<file path="config.mk">
export PLATFORM = sky130hd
export DESIGN_NAME = rr_arbiter4
export DESIGN_NICKNAME = d
export VERILOG_FILES = /design/src/rtl/rr_arb_pkg.sv /design/src/rtl/dec2to4.sv /design/src/rtl/rr_pick4.sv /design/src/rtl/rr_arbiter4.sv
export SDC_FILE = /design/constraint.sdc
export NUM_CORES = 1
export LEC_CHECK = 0
export CORE_AREA = 2 2 39 41
export CTS_BUF_LIST = sky130_fd_sc_hd__clkbuf_8
export CTS_CLUSTER_SIZE = 24
export DETAILED_ROUTE_END_ITERATION = 10
export DIE_AREA = 0 0 41 43
export PLACE_DENSITY_LB_ADDON = 0.25
export SETUP_SLACK_MARGIN = 0.05
export SLEW_MARGIN = 20
export SYNTH_ARGS = -nofsm -noshare
export SYNTH_HDL_FRONTEND = slang
export SYNTH_HIERARCHICAL = 1
export SYNTH_SLANG_ARGS = --single-unit
</file>
<file path="constraint.sdc">
create_clock -name clk -period 2.9 [get_ports clk]
set_input_delay 0.435 -clock clk [delete_from_list [all_inputs] [get_ports clk]]
set_output_delay 0.435 -clock clk [all_outputs]
set_load 0.02 [all_outputs]
</file>
<file path="src/rtl/rr_arb_pkg.sv">
// Shared constants and state encoding for the four-client round-robin arbiter.
package rr_arb_pkg;

  localparam int N_REQ = 4;
  localparam int IDX_W = 2;
  localparam int CNT_W = 8;

  typedef enum logic {
    ST_IDLE = 1'b0,
    ST_BUSY = 1'b1
  } state_t;

endpackage

</file>
<file path="src/rtl/dec2to4.sv">
// Enable-gated 2-to-4 one-hot decoder.
module dec2to4 (
  input  logic [1:0] sel,
  input  logic       en,
  output logic [3:0] y
);

  genvar gi;
  generate
    for (gi = 0; gi < 4; gi++) begin : g_dec
      assign y[gi] = en && (sel == 2'(gi));
    end
  endgenerate

endmodule

</file>
<file path="src/rtl/rr_pick4.sv">
// Rotating-priority picker: first set request after ptr, wrapping 3->0,
// optionally ignoring one index (the current grantee when forcing rotation).
module rr_pick4
  import rr_arb_pkg::*;
(
  input  logic [N_REQ-1:0] req,
  input  logic [IDX_W-1:0] ptr,
  input  logic             excl_en,
  input  logic [IDX_W-1:0] excl_idx,
  output logic             found,
  output logic [IDX_W-1:0] idx
);

  logic [N_REQ-1:0] cand_req;

  genvar gi;
  generate
    for (gi = 0; gi < N_REQ; gi++) begin : g_mask
      assign cand_req[gi] = req[gi] & ~(excl_en && (excl_idx == IDX_W'(gi)));
    end
  endgenerate

  // Walk from lowest to highest priority so the last hit is the winner.
  always_comb begin
    found = 1'b0;
    idx   = ptr;
    for (int k = N_REQ; k >= 1; k--) begin
      if (cand_req[ptr + IDX_W'(k)]) begin
        found = 1'b1;
        idx   = ptr + IDX_W'(k);
      end
    end
  end

endmodule

</file>
<file path="src/rtl/rr_arbiter4.sv">
// Four-requester round-robin arbiter with registered winner, one-hot grant
// and an optional per-tenure hold limit applied only under contention.
module rr_arbiter4
  import rr_arb_pkg::*;
#(
  parameter int MAX_HOLD = 0
) (
  input  logic             clk,
  input  logic             rst,
  input  logic [N_REQ-1:0] req,
  output logic [N_REQ-1:0] grant,
  output logic [IDX_W-1:0] grant_idx,
  output logic             grant_valid
);

  localparam bit              HOLD_EN  = (MAX_HOLD != 0);
  localparam logic [CNT_W-1:0] HOLD_LIM = CNT_W'(MAX_HOLD);

  state_t           state_reg;
  logic [IDX_W-1:0] cur_idx_reg;
  logic [IDX_W-1:0] last_idx_reg;
  logic [CNT_W-1:0] hold_cnt_reg;

  logic             busy;
  logic             pick_found;
  logic [IDX_W-1:0] pick_idx;
  logic             hold_expired;

  assign busy         = (state_reg == ST_BUSY);
  assign hold_expired = HOLD_EN && (hold_cnt_reg >= HOLD_LIM);

  // While busy the grantee is excluded, so pick_found means "someone else waits".
  rr_pick4 u_pick (
    .req      (req),
    .ptr      (last_idx_reg),
    .excl_en  (busy),
    .excl_idx (cur_idx_reg),
    .found    (pick_found),
    .idx      (pick_idx)
  );

  always_ff @(posedge clk) begin
    if (rst) begin
      state_reg    <= ST_IDLE;
      cur_idx_reg  <= '0;
      last_idx_reg <= '1;
      hold_cnt_reg <= '0;
    end else begin
      case (state_reg)
        ST_IDLE: begin
          if (pick_found) begin
            state_reg    <= ST_BUSY;
            cur_idx_reg  <= pick_idx;
            last_idx_reg <= pick_idx;
            hold_cnt_reg <= CNT_W'(1);
          end
        end
        ST_BUSY: begin
          if (req[cur_idx_reg] && !(hold_expired && pick_found)) begin
            if (hold_cnt_reg != '1) begin
              hold_cnt_reg <= hold_cnt_reg + CNT_W'(1);
            end
          end else if (pick_found) begin
            cur_idx_reg  <= pick_idx;
            last_idx_reg <= pick_idx;
            hold_cnt_reg <= CNT_W'(1);
          end else begin
            state_reg <= ST_IDLE;
          end
        end
        default: state_reg <= ST_IDLE;
      endcase
    end
  end

  dec2to4 u_dec (
    .sel (cur_idx_reg),
    .en  (busy),
    .y   (grant)
  );

  assign grant_idx   = cur_idx_reg;
  assign grant_valid = busy;

endmodule

</file>
==> results of run 1 <==
-- critical path, delay by kind of cell (launching register included) --
family,cells,cell delay [ns]
buffers and inverters,1,0.59
DFF,1,0.56
and+or+nand+nor,1,0.25
-- final timing paths --
check                                from                      endpoint  depth (start not counted)
min reg2reg  last_idx_reg[0]$_SDFFE_PP1P_  last_idx_reg[0]$_SDFFE_PP1P_                          2
max             grant_idx[0]$_SDFFE_PP0P_                      grant[3]                          2
max reg2reg     grant_idx[1]$_SDFFE_PP0P_  last_idx_reg[0]$_SDFFE_PP1P_                          7
min          last_idx_reg[0]$_SDFFE_PP1P_  last_idx_reg[0]$_SDFFE_PP1P_                          2
-- stage by stage --
stage / std cells / cell area [µm²] / hold WS [ns] / utilization (%)
floorplan: 50 / 422 / 0.479 / -
global placement: 78 / 562 / 0.521 / 40.6
detailed placement: 78 / 562 / 0.533 / 40.6
CTS: 82 / 607 / 0.538 / 43.9
global route: 82 / 607 / 0.578 / 43.9
finish: 82 / 607 / 0.543 / 43.9
-- power by group through the flow --
stage,sequential [mW],combinational [mW],clock [mW]
after floorplan,0.124,0.110,0
after global placement,0.125,0.172,0
after detailed placement,0.126,0.171,0
after CTS,0.125,0.171,0.125
after global routing,0.129,0.190,0.131
final,0.124,0.170,0.121
-- cell families (layout without fill, tap and decap cells) --
logic type      Yosys count  after routing
mux                       2              2
simple gates             23             23
flops                     5              5
compound gates           16             16
buf+inv                   4             20
-- final cells by class --
class / instances / area (µm²)
clock buffers: 3 / 41.3
clock inverters: 1 / 3.75
fillers: 147 / 777
inverters: 4 / 15.0
multi-input cells: 41 / 307
flip-flops and latches: 5 / 100
well taps: 16 / 20.0
repair buffers: 12 / 120
-- placed cells by master, fill, tap and decap left out --
master           count
clkdlybuf4s50_1     12
inv_1                5
nand2_1              5
dfxtp_1              5
o21ai_0              4
a21oi_1              3
clkbuf_8             3
nand2b_1             3
and2_1               2
nor2_1               2
and3b_1              2
mux2_4               1
nor2b_1              1
mux2_2               1
a221oi_4             1
a21o_1               1
a22oi_1              1
a221oi_1             1
and3_2               1
nor3b_2              1
nand3b_1             1
o21ai_2              1
a32oi_1              1
nand3_1              1
nand4b_1             1
o31a_1               1
or3b_1               1
o211ai_2             1
and3b_2              1
a41oi_1              1
nand4_1              1
-- routing by layer --
| metal | vias up | wire length, µm | global-route usage (%) | part of all wire [%] |
|---|---|---|---|---|
| li1 | 219 | - | - | - |
| met5 | - | 0 | 0 | 0 |
| met1 | 194 | 473 | 17.2 | 52 |
| met2 | 11 | 391 | 17.5 | 43 |
| met3 | 2 | 42 | 3.14 | 4.6 |
| met4 | 0 | 6 | 9.33 | 0.66 |
==> flow_summary_export.csv, run 1 <==
group,metric,value,unit
status,status,"completed",
placement,gp_congestion,0.744,
sta,finalCritPeriodShare,70.9,%
critical_path,cp-end-kind,"output pin",
power_and_ir_drop,power_frac_seq,29.9,%
routing,ant_nets,0,
power_and_ir_drop,powerDensity,684,nW/µm²
global_routing,grt-ovfl-total,0,
synthesis,synthArstFlopShare,0,%
power_and_ir_drop,power.net_switching,148,µW
clocking,cts_resized,0,
power_and_ir_drop,clockPowerShare,29.2,%
placement,dp_hpwl,669,µm
clocking,numCtsBuffers,3,
global_routing,grt_max_degree,13,
die,core,1380,µm²
sta,setup_ws,0.845,ns
synthesis,ys_seq_area_share,23.7,%
finish,area_growth,43.9,%
routing,viasPerCell,5.20,
die,start_util,30.5,%
critical_path,crit_fanout,12,
power_and_ir_drop,p_int,267,µW
die,die_h,43,µm
synthesis,synth_top_family_by_area,"simple AND/OR/NAND/NOR gates",
clocking,cts.path.max_buffers,2,
critical_path,crit_arrival,1.62,ns
sta,rsz0062_at_grt,"no",
die,die_area,1760,µm²
finish,antenna_cells,0,
die,row_count,14,
synthesis,synth_edf_count,0,
synthesis,synth_area,422,µm²
synthesis,synth_xor_area_share,0,%
synthesis,yosys-top-cells-area,"dfxtp_1 24%, a221oi_4 6.2%, o21ai_0 4.7%",
critical_path,critPathRequiredTime,2.47,ns
sta,post-route-min-period,2.06,ns
synthesis,synth_area_per_cell,8.43,µm²
clocking,postCtsSetupBuffers,0,
placement,numPortBuffers,12,
sta,fmax,487,MHz
synthesis,synthSimpleGateAreaFrac,35.0,%
sta,slew_violations,0,
sta,hold_violations,0,
critical_path,path_class,"reg -> out",
clocking,cts_root_buf,"clkbuf_8",
placement,dp_slack,1.04,ns
synthesis,yosys-mux-area-fraction,6.23,%
sta,maxSlewHeadroom,72.2,%
routing,dr_total_vias,426,
die,ios,13,
critical_path,crit_path_cell_trace,"and3_2, clkdlybuf4s50_1",
sta,skew,0.000997,ns
flow_run,drv_cap,0,
synthesis,synthCells,50,
clocking,cts.sinks,5,
clocking,tritoncts,"done",
routing,drc_errors,0,
finish,layout-drive-gt1-share,16.7,%
critical_path,slowest_delay,0.59,ns
synthesis,ys_ff_latch,5,
power_and_ir_drop,finalPower,415,µW
sta,setup_viol,0,
min_path,hold_class,"reg -> reg",
synthesis,ys_types,29,
power_and_ir_drop,pwr-share-comb,40.9,%
power_and_ir_drop,power_leakage,0.267,nW
global_routing,first_global_vias,376,
routing,avgRoutedWirePerCell,11.1,µm
sta,worst_slew_pin_slew,0.417,ns
critical_path,cpMaxStageDelayCell,"clkdlybuf4s50_1",
synthesis,syn_nets,56,
synthesis,synth_compound_area_share,31.5,%
clocking,cts_hold_buf,0,
routing,wl,914,µm
finish,final_nets,73,
clocking,clk_latency,0.22,ns
synthesis,synthTopCellsByCount,"5 x dfxtp_1, 5 x nand2_1, 4 x inv_1, 4 x o21ai_0",
power_and_ir_drop,ir_worst_vdd,0.380,mV
routing,first_pass_iters,3,
global_routing,grtUsageTotal,13.0,%
routing,first_iter_violations,6,
synthesis,synthAdderAreaFrac,0,%
clocking,path_clk_slew,0.03,ns
synthesis,synth_top_area_cell,"dfxtp_1",
clocking,ctsHtreeMaxLevel,1,
global_routing,antenna_found_initial,0,
critical_path,startpoint_type,"register",
power_and_ir_drop,swShare,35.6,%
synthesis,yosys_warnings,6,
sta,tns,0,ns
synthesis,ys_dominant_reg_cell,"dfxtp_1",
global_routing,grt_pass1_wl,1.56,mm
die,die_x,41,µm
critical_path,rrSetupSlack,1.27,ns
synthesis,yosysTopAreaCellShare,23.7,%
Power figures use the tool's default switching activity.
==> inputs of run 2 (changes only) <==
==> constraint.sdc (replaced) <==
create_clock -name clk -period 2 [get_ports clk]
set_input_delay 0.3 -clock clk [delete_from_list [all_inputs] [get_ports clk]]
set_output_delay 0.3 -clock clk [all_outputs]
set_load 0.02 [all_outputs]
==> flow_summary_export.csv, run 2 (synthesized netlist as in run 1, its figures left out) <==
group,metric,value,unit
clocking,tritoncts,"done",
critical_path,critPathBufInv,1,
routing,wl,938,µm
critical_path,crit_path_cell_trace,"and3_2, clkdlybuf4s50_1",
global_routing,grt_pass1_wl,1.63,mm
critical_path,startpoint_type,"register",
sta,skew,0.000877,ns
finish,final_nets,73,
sta,maxSlewHeadroom,77.7,%
placement,dp_hpwl,702,µm
die,ios,13,
critical_path,critPathRequiredTime,1.70,ns
sta,finalCritPeriodShare,88.6,%
sta,post-route-min-period,1.77,ns
sta,hold_violations,0,
sta,rsz0062_at_grt,"no",
finish,area_growth,44.8,%
routing,top_layer,"met3",
global_routing,antenna_found_initial,0,
clocking,cts.sinks,5,
clocking,ctsHtreeMaxLevel,1,
sta,fmax,564,MHz
sta,tns,0,ns
routing,avgRoutedWirePerCell,11.4,µm
die,die_h,43,µm
global_routing,grt-ovfl-total,0,
sta,setup_viol,0,
global_routing,grt_max_degree,13,
finish,layout-drive-gt1-share,21.2,%
critical_path,crit_arrival,1.47,ns
die,core,1380,µm²
clocking,numCtsBuffers,3,
clocking,path_clk_slew,0.03,ns
placement,numPortBuffers,12,
routing,first_pass_iters,2,
min_path,hold_class,"reg -> reg",
critical_path,slowest_delay,0.59,ns
routing,met3_length,50,µm
critical_path,cpMaxStageDelayCell,"clkdlybuf4s50_1",
finish,antenna_cells,0,
routing,ant_nets,0,
critical_path,cp_top_family,"buffers and inverters",
routing,drc_errors,0,
routing,first_iter_violations,3,
power_and_ir_drop,power_leakage,0.268,nW
sta,slew_violations,0,
global_routing,grtUsageTotal,13.4,%
die,start_util,30.5,%
clocking,postCtsSetupBuffers,0,
clocking,clk_latency,0.22,ns
finish,final_cell_mix,"12 x clkdlybuf4s50_1, 5 x inv_1, 5 x nand2_1, 4 x o21ai_0",
routing,dr_total_vias,419,
critical_path,crit_fanout,12,
clocking,cts.path.max_buffers,2,
status,status,"completed",
routing,wl_met1,479,µm
global_routing,first_global_vias,381,
flow_run,drv_cap,0,
die,row_count,14,
die,die_x,41,µm
critical_path,path_class,"reg -> out",
power_and_ir_drop,powerDensity,992,nW/µm²
clocking,cts_root_buf,"clkbuf_8",
sta,worst_slew_pin_slew,0.331,ns
finish,final_common_cell,"clkdlybuf4s50_1",
routing,wl_met2,409,µm
critical_path,cp-end-kind,"output pin",
power_and_ir_drop,ir_worst_vdd,0.529,mV
die,die_area,1760,µm²
sta,holdWs,0.528,ns
power_and_ir_drop,finalPower,606,µW
placement,gp_congestion,0.750,
routing,viasPerCell,5.11,
## run 2: per-layer routing
metal / vias up / GRT usage [%]
met1: 188 / 18.0
met4: 0 / 7.33
met5: - / 0
met2: 11 / 18.4
li1: 220 / -
met3: 0 / 3.66
## run 2: timing repair
action / 4_1_cts / 5_1_grt
resized for setup: 0 / 3
hold buffers: 0 / 0
endpoints found under the setup margin: 0 / 4
## run 2: power by group
part	internal, mW	switching (mW)
Combinational	0.132	0.116
Clock	0.131	0.0440
Sequential	0.128	0.0553
Total	0.390	0.215
## run 2: layout make-up
class                      count  area [µm²]
fill                         154         773
clock buffer                   3        41.3
clock inverter                 1        3.75
inverter                       4        15.0
sequential                     5         104
tap                           16        20.0
multi-input combinational     41         307
timing repair buffer          12         120
## run 2: worst min-delay path: cells and delay by family (launching register included)
family                 cells  cell delay [ns]
DFF                        1             0.33
AOI/OAI and AO/OA          1             0.07
buffers and inverters      1             0.06
## run 2: final timing paths
| kind | endpoint | slack, ns | cells past startpoint | startpoint |
|---|---|---|---|---|
| setup / recovery | grant[3] | 0.23 | 2 | grant_idx[0]$_SDFFE_PP0P_ |
| hold / removal | last_idx_reg[0]$_SDFFE_PP1P_ | 0.53 | 2 | last_idx_reg[0]$_SDFFE_PP1P_ |
| setup reg to reg | last_idx_reg[1]$_SDFFE_PP1P_ | 0.43 | 7 | grant_idx[1]$_SDFFE_PP0P_ |
| hold reg to reg | last_idx_reg[0]$_SDFFE_PP1P_ | 0.53 | 2 | last_idx_reg[0]$_SDFFE_PP1P_ |
## run 2: metrics by stage
stage	instances	setup WS (ns)	utilization [%]	instance area, µm²
global placement	78	0.272	40.6	562
floorplan	50	0.410	-	422
detailed placement	78	0.271	40.6	562
CTS	82	0.0523	43.9	607
global route	82	0.160	44.1	611
finish	82	0.228	44.1	611
==> inputs of run 3 (changes only) <==
--- a/config.mk
+++ b/config.mk
@@ -10,7 +10,7 @@
 export CTS_CLUSTER_SIZE = 24
 export DETAILED_ROUTE_END_ITERATION = 10
 export DIE_AREA = 0 0 41 43
-export PLACE_DENSITY_LB_ADDON = 0.25
+export GPL_TIMING_DRIVEN = 0
 export SETUP_SLACK_MARGIN = 0.05
 export SLEW_MARGIN = 20
 export SYNTH_ARGS = -nofsm -noshare
==> flow_summary_export.csv, run 3 (synthesized netlist as in run 1, its figures left out) <==
group,metric,value,unit
min_path,min_from,"last_idx_reg[0]$_SDFFE_PP1P_",
critical_path,crit_fanout,12,
global_routing,grt_max_degree,13,
sta,fmax,537,MHz
min_path,holdPathStages,2,
sta,post-route-min-period,1.86,ns
sta,setup_ws,0.138,ns
die,start_util,30.5,%
routing,drc_errors,0,
die,die_x,41,µm
die,ios,13,
die,die_h,43,µm
global_routing,grt_pass1_wl,1.37,mm
finish,final_nets,73,
sta,slew_violations,0,
finish,antenna_cells,0,
critical_path,critPathRequiredTime,1.70,ns
global_routing,grtUsageTotal,11.3,%
critical_path,crit_arrival,1.56,ns
routing,wl,886,µm
status,status,"completed",
power_and_ir_drop,powerDensity,984,nW/µm²
sta,finalCritPeriodShare,93.1,%
clocking,clk_latency,0.22,ns
critical_path,path_class,"reg -> out",
routing,first_iter_violations,5,
critical_path,rr_endpoint,"grant_idx[0]$_SDFFE_PP0P_",
die,row_count,14,
clocking,numCtsBuffers,3,
placement,dp_slack,0.269,ns
global_routing,grt-ovfl-total,0,
global_routing,antenna_found_initial,0,
routing,dr_total_vias,419,
finish,area_growth,44.2,%
critical_path,crit_start,"grant_idx[1]$_SDFFE_PP0P_",
routing,first_pass_iters,4,
critical_path,startpoint_type,"register",
finish,final_cell_mix,"12 x clkdlybuf4s50_1, 5 x inv_1, 5 x nand2_1, 4 x o21ai_0, 4 x dfxtp_1",
clocking,path_clk_slew,0.03,ns
critical_path,cp_top_family,"buffers and inverters",
clocking,cts_resized,0,
critical_path,r2r.worst_path.cells,7,
clocking,ctsHtreeMaxLevel,1,
sta,maxSlewHeadroom,77.5,%
finish,final_common_cell,"clkdlybuf4s50_1",
power_and_ir_drop,ir_worst_vdd,0.645,mV
flow_run,drv_cap,0,
finish,layout-drive-gt1-share,18.2,%
placement,dp_hpwl,666,µm
sta,worst_slew_pin_slew,0.335,ns
clocking,tritoncts,"done",
die,core,1380,µm²
sta,hold_violations,0,
sta,skew,0.00230,ns
sta,tns,0,ns
routing,viasPerCell,5.11,
die,die_area,1760,µm²
critical_path,cp-end-kind,"output pin",
clocking,cts.path.max_buffers,2,
sta,rsz0062_at_grt,"no",
routing,avgRoutedWirePerCell,10.8,µm
finish,finish.utilization,43.9,%
clocking,cts.sinks,5,
routing,ant_nets,0,
critical_path,cpMaxStageDelayCell,"clkdlybuf4s50_1",
placement,gp_congestion,0.770,
sta,setup_viol,0,
critical_path,rrSetupSlack,0.38,ns
critical_path,critPathBufInv,1,
critical_path,slowest_delay,0.59,ns
critical_path,timing.rr.start,"grant_idx[1]$_SDFFE_PP0P_",
power_and_ir_drop,power_leakage,0.267,nW
global_routing,first_global_vias,350,
min_path,hold_end,"last_idx_reg[0]$_SDFFE_PP1P_",
placement,numPortBuffers,12,
clocking,cts_hold_buf,0,
clocking,cts_root_buf,"clkbuf_8",
clocking,postCtsSetupBuffers,0,
critical_path,crit_path_cell_trace,"and3_2, clkdlybuf4s50_1",
min_path,hold_class,"reg -> reg",
==> run 3: cell count changes in the layout (fill, tap and decap cells not counted) <==
cell and change:
dfxtp_2 -2, dfxtp_1 +2
==> run 3: metal layers <==
layer	vias to the layer above	wire length (µm)	GRT usage, %	share of wire [%]
met5	-	0	0	0
met2	15	379	17.2	43
met4	0	0	2.00	0
met1	184	425	13.8	48
met3	0	81	6.28	9.1
li1	220	-	-	-
==> run 3: final cells by class <==
type                       count  area (µm²)
fill                         133         776
tap                           16        20.0
clock inverter                 1        3.75
timing repair buffer          12         120
clock buffer                   3        41.3
sequential                     5         101
multi-input combinational     41         307
inverter                       4        15.0
==> run 3: per-stage QoR <==
stage / cells / cell area (µm²) / total power [mW] / hold WS [ns]
floorplan: 50 / 422 / 0.340 / 0.369
global placement: 78 / 562 / 0.427 / 0.525
detailed placement: 78 / 562 / 0.427 / 0.531
CTS: 82 / 607 / 0.606 / 0.534
global route: 82 / 608 / 0.647 / 0.547
finish: 82 / 608 / 0.598 / 0.524
==> run 3: how the worst max path moves through the flow <==
stage / to / slack (ns) / depth (start not counted)
2_1_floorplan: grant_idx[0]$_SDFFE_PP0P_ / 0.41 / 4
3_3_place_gp: grant_idx[0]$_SDFFE_PP0P_ / 0.28 / 7
3_5_place_dp: grant_idx[0]$_SDFFE_PP0P_ / 0.27 / 7
4_1_cts: grant[3] / 0.06 / 2
5_1_grt: grant[3] / 0.06 / 2
6_report: grant[3] / 0.14 / 2
==> run 3: report_power, final <==
part	switching, mW	internal [mW]	total, mW
Clock	0.0435	0.131	0.175
Sequential	0.0522	0.126	0.178
Combinational	0.114	0.132	0.246
==> run 3: worst min-delay path, delay by kind of cell, from the launching register on <==
kind,cells,cell delay (ns)
DFF,1,0.33
AOI/OAI and AO/OA,1,0.07
buffers and inverters,1,0.06
